==> config.mk <==
export PLATFORM = sky130hd
export DESIGN_NAME = svc_rv_store_buf
export DESIGN_NICKNAME = d
export VERILOG_FILES = /design/src/rtl/svc_rv_store_buf_pkg.sv /design/src/rtl/svc_rv_store_buf_fwd.sv /design/src/rtl/svc_rv_store_buf.sv
export SDC_FILE = /design/constraint.sdc
export NUM_CORES = 1
export LEC_CHECK = 0
export ABC_CLOCK_PERIOD_IN_PS = 15100
export BUFFER_PORTS_ARGS = -buffer_cell sky130_fd_sc_hd__buf_2
export CELL_PAD_IN_SITES_DETAIL_PLACEMENT = 0
export CELL_PAD_IN_SITES_GLOBAL_PLACEMENT = 1
export CORE_MARGIN = 4
export CORE_UTILIZATION = 30
export CTS_BUF_LIST = sky130_fd_sc_hd__clkbuf_2 sky130_fd_sc_hd__clkbuf_4 sky130_fd_sc_hd__clkbuf_8
export CTS_CLUSTER_DIAMETER = 60
export DETAILED_ROUTE_END_ITERATION = 7
export HOLD_SLACK_MARGIN = 0.05
export PLACE_DENSITY_LB_ADDON = 0.1
export SYNTH_ARGS = -nofsm -noshare
export SYNTH_HDL_FRONTEND = slang
export SYNTH_SLANG_ARGS = --single-unit
==> constraint.sdc <==
create_clock -name clk -period 15.1 [get_ports clk]
set_clock_uncertainty 0.1 [all_clocks]
set_input_delay 1.51 -clock clk [delete_from_list [all_inputs] [get_ports clk]]
set_output_delay 1.51 -clock clk [all_outputs]
set_load 0.01 [all_outputs]
==> src/rtl/svc_rv_store_buf_pkg.sv <==
// Shared RV data-path constants used by the store buffer and its forwarding merge.
package svc_rv_store_buf_pkg;

   localparam int unsigned RV_DATA_W   = 32;
   localparam int unsigned RV_STRB_W   = 4;
   localparam int unsigned RV_WORD_OFF = 2;

   // Expand a byte-strobe vector into a 32-bit byte mask.
   function automatic logic [RV_DATA_W-1:0] strb_to_mask(input logic [RV_STRB_W-1:0] strb);
      logic [RV_DATA_W-1:0] mask;
      mask = '0;
      for (int unsigned b = 0; b < RV_STRB_W; b++) begin
         mask[8*b +: 8] = {8{strb[b]}};
      end
      return mask;
   endfunction

endpackage

==> src/rtl/svc_rv_store_buf_fwd.sv <==
// Byte-lane priority merge: entries arrive oldest-first, so later (younger) matches win each lane.
module svc_rv_store_buf_fwd
   import svc_rv_store_buf_pkg::*;
#(
   parameter int unsigned DEPTH = 4
) (
   input  logic [DEPTH-1:0]                     match_i,
   input  logic [DEPTH-1:0][RV_STRB_W-1:0]      strb_i,
   input  logic [DEPTH-1:0][RV_DATA_W-1:0]      data_i,
   output logic [RV_STRB_W-1:0]                 covered_c_o,
   output logic [RV_DATA_W-1:0]                 data_c_o
);

   always_comb begin
      covered_c_o = '0;
      data_c_o    = '0;
      for (int unsigned k = 0; k < DEPTH; k++) begin
         for (int unsigned b = 0; b < RV_STRB_W; b++) begin
            if (match_i[k] && strb_i[k][b]) begin
               covered_c_o[b]    = 1'b1;
               data_c_o[8*b +: 8] = data_i[k][8*b +: 8];
            end
         end
      end
   end

endmodule

==> src/rtl/svc_rv_store_buf.sv <==
// In-order store buffer between MEM and the data-memory write port, with load
// forwarding on full coverage and a stall request on partial overlap.
module svc_rv_store_buf
   import svc_rv_store_buf_pkg::*;
#(
   parameter int unsigned DEPTH = 4,
   parameter int unsigned XLEN  = 32
) (
   input  logic                         clk,
   input  logic                         rst,
   input  logic                         st_valid,
   output logic                         st_ready,
   input  logic [XLEN-1:0]              st_addr,
   input  logic [RV_DATA_W-1:0]         st_data,
   input  logic [RV_STRB_W-1:0]         st_strb,
   input  logic                         ld_valid,
   input  logic [XLEN-1:0]              ld_addr,
   input  logic [RV_STRB_W-1:0]         ld_strb,
   output logic                         ld_hit,
   output logic [RV_DATA_W-1:0]         ld_data,
   output logic                         ld_stall,
   output logic                         mem_wr_valid,
   input  logic                         mem_wr_ready,
   output logic [XLEN-1:0]              mem_wr_addr,
   output logic [RV_DATA_W-1:0]         mem_wr_data,
   output logic [RV_STRB_W-1:0]         mem_wr_strb,
   output logic                         empty,
   output logic [$clog2(DEPTH+1)-1:0]   count
);

   localparam int unsigned AW  = $clog2(DEPTH);
   localparam int unsigned PW  = AW + 1;
   localparam int unsigned CW  = $clog2(DEPTH+1);
   localparam int unsigned WAW = XLEN - RV_WORD_OFF;

   logic [PW-1:0]         wr_ptr_q, wr_ptr_d;
   logic [PW-1:0]         rd_ptr_q, rd_ptr_d;
   logic [WAW-1:0]        addr_q [DEPTH];
   logic [RV_DATA_W-1:0]  data_q [DEPTH];
   logic [RV_STRB_W-1:0]  strb_q [DEPTH];

   logic                  full;
   logic                  push;
   logic                  pop;
   logic [AW-1:0]         rd_idx;
   logic [AW-1:0]         wr_idx;

   assign wr_idx = wr_ptr_q[AW-1:0];
   assign rd_idx = rd_ptr_q[AW-1:0];

   // Extra pointer MSB distinguishes full from empty when the index bits meet.
   assign full     = (wr_ptr_q[PW-1] != rd_ptr_q[PW-1]) && (wr_idx == rd_idx);
   assign empty    = (wr_ptr_q == rd_ptr_q);
   assign count    = CW'(wr_ptr_q - rd_ptr_q);
   assign st_ready = !full;
   assign push     = st_valid && !full;
   assign pop      = !empty && mem_wr_ready;

   assign wr_ptr_d = wr_ptr_q + PW'(push);
   assign rd_ptr_d = rd_ptr_q + PW'(pop);

   always_ff @(posedge clk) begin
      if (rst) begin
         wr_ptr_q <= '0;
         rd_ptr_q <= '0;
      end else begin
         wr_ptr_q <= wr_ptr_d;
         rd_ptr_q <= rd_ptr_d;
      end
   end

   // Payload storage is deliberately left out of reset; validity comes from the pointers.
   always_ff @(posedge clk) begin
      if (push) begin
         addr_q[wr_idx] <= st_addr[XLEN-1:RV_WORD_OFF];
         data_q[wr_idx] <= st_data;
         strb_q[wr_idx] <= st_strb;
      end
   end

   assign mem_wr_valid = !empty;
   assign mem_wr_addr  = {addr_q[rd_idx], {RV_WORD_OFF{1'b0}}};
   assign mem_wr_data  = data_q[rd_idx];
   assign mem_wr_strb  = strb_q[rd_idx];

   logic [DEPTH-1:0]                  age_match;
   logic [DEPTH-1:0][RV_STRB_W-1:0]   age_strb;
   logic [DEPTH-1:0][RV_DATA_W-1:0]   age_data;

   // Rotate the ring into age order (slot 0 = head) so the merge can use fixed priority.
   always_comb begin
      logic [AW-1:0] idx;
      idx       = '0;
      age_match = '0;
      age_strb  = '0;
      age_data  = '0;
      for (int unsigned k = 0; k < DEPTH; k++) begin
         idx          = rd_idx + AW'(k);
         age_strb[k]  = strb_q[idx];
         age_data[k]  = data_q[idx];
         age_match[k] = (CW'(k) < count) && (addr_q[idx] == ld_addr[XLEN-1:RV_WORD_OFF]);
      end
   end

   logic [RV_STRB_W-1:0]  covered;
   logic [RV_DATA_W-1:0]  fwd_data;
   logic [RV_STRB_W-1:0]  req_cov;
   logic [RV_STRB_W-1:0]  req_miss;

   svc_rv_store_buf_fwd #(
      .DEPTH (DEPTH)
   ) u_fwd (
      .match_i     (age_match),
      .strb_i      (age_strb),
      .data_i      (age_data),
      .covered_c_o (covered),
      .data_c_o    (fwd_data)
   );

   assign req_cov  = ld_strb & covered;
   assign req_miss = ld_strb & ~covered;

   assign ld_hit   = ld_valid && (|req_cov) && !(|req_miss);
   assign ld_stall = ld_valid && (|req_cov) && (|req_miss);
   assign ld_data  = fwd_data & strb_to_mask(req_cov);

   logic unused_addr_lsbs;
   assign unused_addr_lsbs = ^{st_addr[RV_WORD_OFF-1:0], ld_addr[RV_WORD_OFF-1:0]};

endmodule

==> summary.md <==
The H-tree depth is 2. The deepest clock path buffer count was 3; the half-perimeter wire length after detailed placement was 38400 um. Once detail routing completed, the nets flagged for antenna violations numbered 0. The fraction of synthesized area in multiplexers works out to 0.228. Type of the worst setup path: flip-flop to output pin.

For this design, the sink count on the clock tree is 270. After synthesis, the largest family of logic cells by area is multiplexers. Broken down by cell family, the worst path's largest delay share belongs to simple AND/OR/NAND/NOR gates. The synthesized netlist cell count is 1456, and the compound-gate portion of the synthesized area is 0.110.

The most used flip-flop cell after synthesis is edfxtp_1. After global routing the overflow that remains totals 0. Launching element type of the critical path: a flip-flop. For the count of TritonRoute iterations in the first routing pass, the log shows 5.

The run finished with clean final reports. The run gives 113 MHz as the fmax. The first global-routing pass estimated 79600 um of wire. The clock network power share is 0.329, and the weighted congestion at the end of routability-driven global placement is 0.813. Mean cell area of the mapped netlist: 12.0 um2. The share of synthesized flip-flops with an asynchronous set or reset works out to 0.

The number of fill cells is 5837, and the critical-path maximum fanout is 73. In this run the vertical extent of the chip is 250 um. The final non-filler cell total was 2435; the part of the Yosys area used for sequential elements was 0.460. The highest cell delay on the worst timing path is 0.95 ns.

The signal on the critical path passes through buf_4 -> buf_4 -> mux2_2 -> mux2i_1 -> xor2_1 -> nand4_1 -> or4_1 -> or3_1 -> a41oi_2 -> or4_1 -> nor4b_4 -> buf_2. Including well taps, the total number of placed cells is 2335. The critical path runs through a total of 12 cells.

TritonCTS built the clock tree. The clock insertion delay at the later pin of the skew report came out at 0.62 ns. The worst path arrival time is 7.23 ns, and the final routed wire length divided by cell count is 22.3 um.

The number of gates resized after CTS was 0. Switching part of the total: 0.332. In this run the clock root is driven by a clkbuf_8. In the final timing run, aggregate negative setup slack is 0 ns.

For the worst flop-to-flop path, the logic depth is 8. The tightest min-delay check is of the flip-flop to flip-flop type. Via count of the first global-routing pass: 12100. The run gives 0 as the final count of pins violating max slew. The endpoint type of the worst setup path is an output pin. The standby leakage power was 6.87 nW; the final clock period utilization by the worst path was 0.585. Power spread over the standard cell area amounts to 120 nW/um2. The design draws 2.41 mW. Setup repair after global routing left no endpoint under its margin.

The logs give 12200 for the total number of vias and 57700 um2 for the placeable core area. The share of final-layout standard cells stronger than drive strength 1 was 0.294; the number of buffers inserted by hold repair at cts was 0. Summing all non-filler instances in the final layout gives an area of 20100 um2. Horizontal extent of the die: 250 um. Count of max-cap constraint violations: 0.

The utilization of the core after routing is 0.349, and the minimum clock period is 8.84 ns. The share of power burned in registers is 0.374, and the number of antenna violations at the first check in global routing is 8. The run gives 53 as the number of CTS-inserted buffers. The CTS clock-pin slew for the worst setup and hold paths was 0.06 ns. The part of the total power dissipated in combinational logic was 0.298.

Setup violations remaining at the end of the flow were counted as 0. Counting distinct cell types in the post-synthesis netlist gives 73. The Yosys step of the flow raised 0 warnings. The share of the synthesized netlist area taken by xor and xnor gates was 0.0656. The mapped cell area is 17500 um2, and the adder-cell area share of the yosys netlist is 0.00543. For the pin with the worst max-slew slack, the measured transition is 1.06 ns. Summed over all layers, the routed wires come to 54200 um. The internal portion of the total power is 1.61 mW. Counting both buffers and inverters, the worst setup path holds a total of 3.

The synthesis-to-finish area growth works out to 14.9%. The synthesized design contains 264 enable-type register cells. Buffers added to address setup during post-CTS repair amount to 0.

The starting density of the core is 0.303. The logs give 62300 um2 for the full die area and 0.0000623 V for the worst voltage drop across the vdd grid. The register bit count reported by yosys is 270, and the violation count after the first detailed-route iteration is 574. The simple-gate share of the synthesized area came out at 0.0787. The tools report the net count of the finished layout as 1741. The logs give 0.800 mW for the switching power total and 13.49 ns for the data required time of the critical path. The logs give 88 for the count of standard-cell rows and 0.290 for the max-slew headroom at the worst pin. On the critical path, the stage with the largest delay is an instance of buf_4. Entering global routing, the biggest net connects 166 pins. After detailed routing, the number of vias per cell comes to 5.03. In this run the cell area measured after placement is 19000 um2. For this run, design rule violations remaining after detail routing come to 0. The worst hold path passes through 2 cells. The total global routing track utilization is 0.169, and the count of input and output buffers is 210. The count of pins on the block boundary is 217, and the number of hold violations in the final report is 0.
## state kept, by name, indices dropped and copies added (netlist names)
name      flops
wr_ptr_q      3
addr_q      120
data_q      128
strb_q       16
rd_ptr_q      3
## cells by family (layout without fill, tap and decap cells)
kind of cell               after synthesis  after routing
other                                    1              5
buffers and inverters                  164            374
muxes                                  326            326
and+or+nand+nor                        275            275
adders and majority gates                7              7
xor gates and xnor gates               131            131
AOI/OAI and AO/OA                      282            282
DFF                                    270            270
## metal layers
metal | global-route usage | part of all wire | wire length (um) | vias to the layer above
met5 | 0 | 0.00092 | 50 | -
met4 | 0.0367 | 0.019 | 1060 | 8
met3 | 0.0361 | 0.044 | 2380 | 72
met2 | 0.308 | 0.51 | 27600 | 234
met1 | 0.205 | 0.43 | 23100 | 6034
li1 | - | - | - | 5890
## tightest hold or removal path, stage by stage (launching register included)
cell and delay, ns:
dfxtp_1 0.36, xnor2_1 0.08, nor2_1 0.07
## path summary, 6_finish.rpt
check	startpoint	slack (ns)	endpoint
setup reg to reg	rd_ptr_q[1]$_SDFF_PP0_	11.36	addr_q[3][15]$_DFFE_PP_
setup / recovery	rd_ptr_q[1]$_SDFF_PP0_	6.26	ld_hit
hold / removal	rd_ptr_q[2]$_SDFF_PP0_	0.44	rd_ptr_q[2]$_SDFF_PP0_
hold reg to reg	rd_ptr_q[2]$_SDFF_PP0_	0.44	rd_ptr_q[2]$_SDFF_PP0_
## cell usage in the layout, fill, tap and decap left out, types with 8 or more instances in the layout
cell type | Yosys | layout
clkinv_1 | 0 | 16
xnor2_1 | 108 | 108
edfxtp_1 | 264 | 264
o21ai_0 | 69 | 69
mux2_2 | 78 | 78
o2111ai_1 | 12 | 11
xor2_1 | 23 | 23
clkinv_2 | 0 | 12
mux4_2 | 43 | 43
nand2_1 | 50 | 50
a21oi_1 | 102 | 102
mux2i_1 | 199 | 199
clkbuf_8 | 7 | 53
nor2_1 | 112 | 110
and2_1 | 28 | 28
buf_2 | 23 | 210
nor3_1 | 20 | 18
o221a_2 | 23 | 23
buf_4 | 9 | 20
inv_1 | 46 | 45
nand4_1 | 8 | 8
nand3_1 | 8 | 8
nor4_1 | 15 | 15
o22ai_1 | 33 | 33
## cells in the mapped netlist, types with 3 or more instances
cell type	count	area [um2]
buf_12	3	60.1
o22ai_1	33	206
nor4_2	3	37.5
clkbuf_1	49	184
nor2b_1	5	31.3
nand2_1	50	188
o311ai_4	3	78.8
o221a_1	5	56.3
xnor2_1	108	946
mux4_1	5	131
buf_6	16	180
and2_1	28	175
xor2_1	23	201
or3_1	4	25.0
mux4_2	43	968
ha_1	6	75.1
o2111ai_1	12	105
nor3_1	20	100
o221a_2	23	259
dfxtp_1	6	120
clkbuf_8	7	96.3
nand4_2	4	50.1
mux2_2	78	878
a21o_1	4	30.0
o21ai_0	69	345
nand4_1	8	50.1
buf_2	23	115
mux2i_1	199	1990
a22oi_1	3	22.5
or4_1	4	30.0
buf_4	9	67.6
nor4_1	15	93.8
nand3_1	8	40.0
a21oi_1	102	510
nor2_1	112	420
edfxtp_1	264	7930
and3_1	3	18.8
inv_1	46	173
buf_1	9	33.8
## power groups by stage
stage                     clock network (mW)  logic (mW)  registers (mW)
final                                  0.793       0.718           0.901
after global placement                     0       0.730           0.916
after floorplan                            0       0.530           0.898
after CTS                              0.827       0.731           0.902
after global routing                   0.861       0.785           0.907
after detailed placement                   0       0.728           0.917
## metrics by stage
stage / setup WS, ns / hold slack [ns]
after floorplan: 7.12 / 0.403
after CTS: 6.10 / 0.446
after detailed placement: 6.82 / 0.433
after global placement: 6.85 / 0.419
after global routing: 5.88 / 0.481
final: 6.26 / 0.441
## cell type report
| class | instances | area [um2] | share of cell area |
|---|---|---|---|
| multi-input combinational | 1023 | 8570 | 0.426 |
| sequential | 270 | 8060 | 0.401 |
| timing repair buffer | 231 | 1220 | 0.0607 |
| tap | 765 | 957 | 0.0476 |
| clock buffer | 60 | 782 | 0.0389 |
| clock inverter | 37 | 345 | 0.0172 |
| inverter | 46 | 173 | 0.00859 |
| antenna | 3 | 7.51 | 0.000373 |
Note: power is estimated with default switching activity, not from simulation.
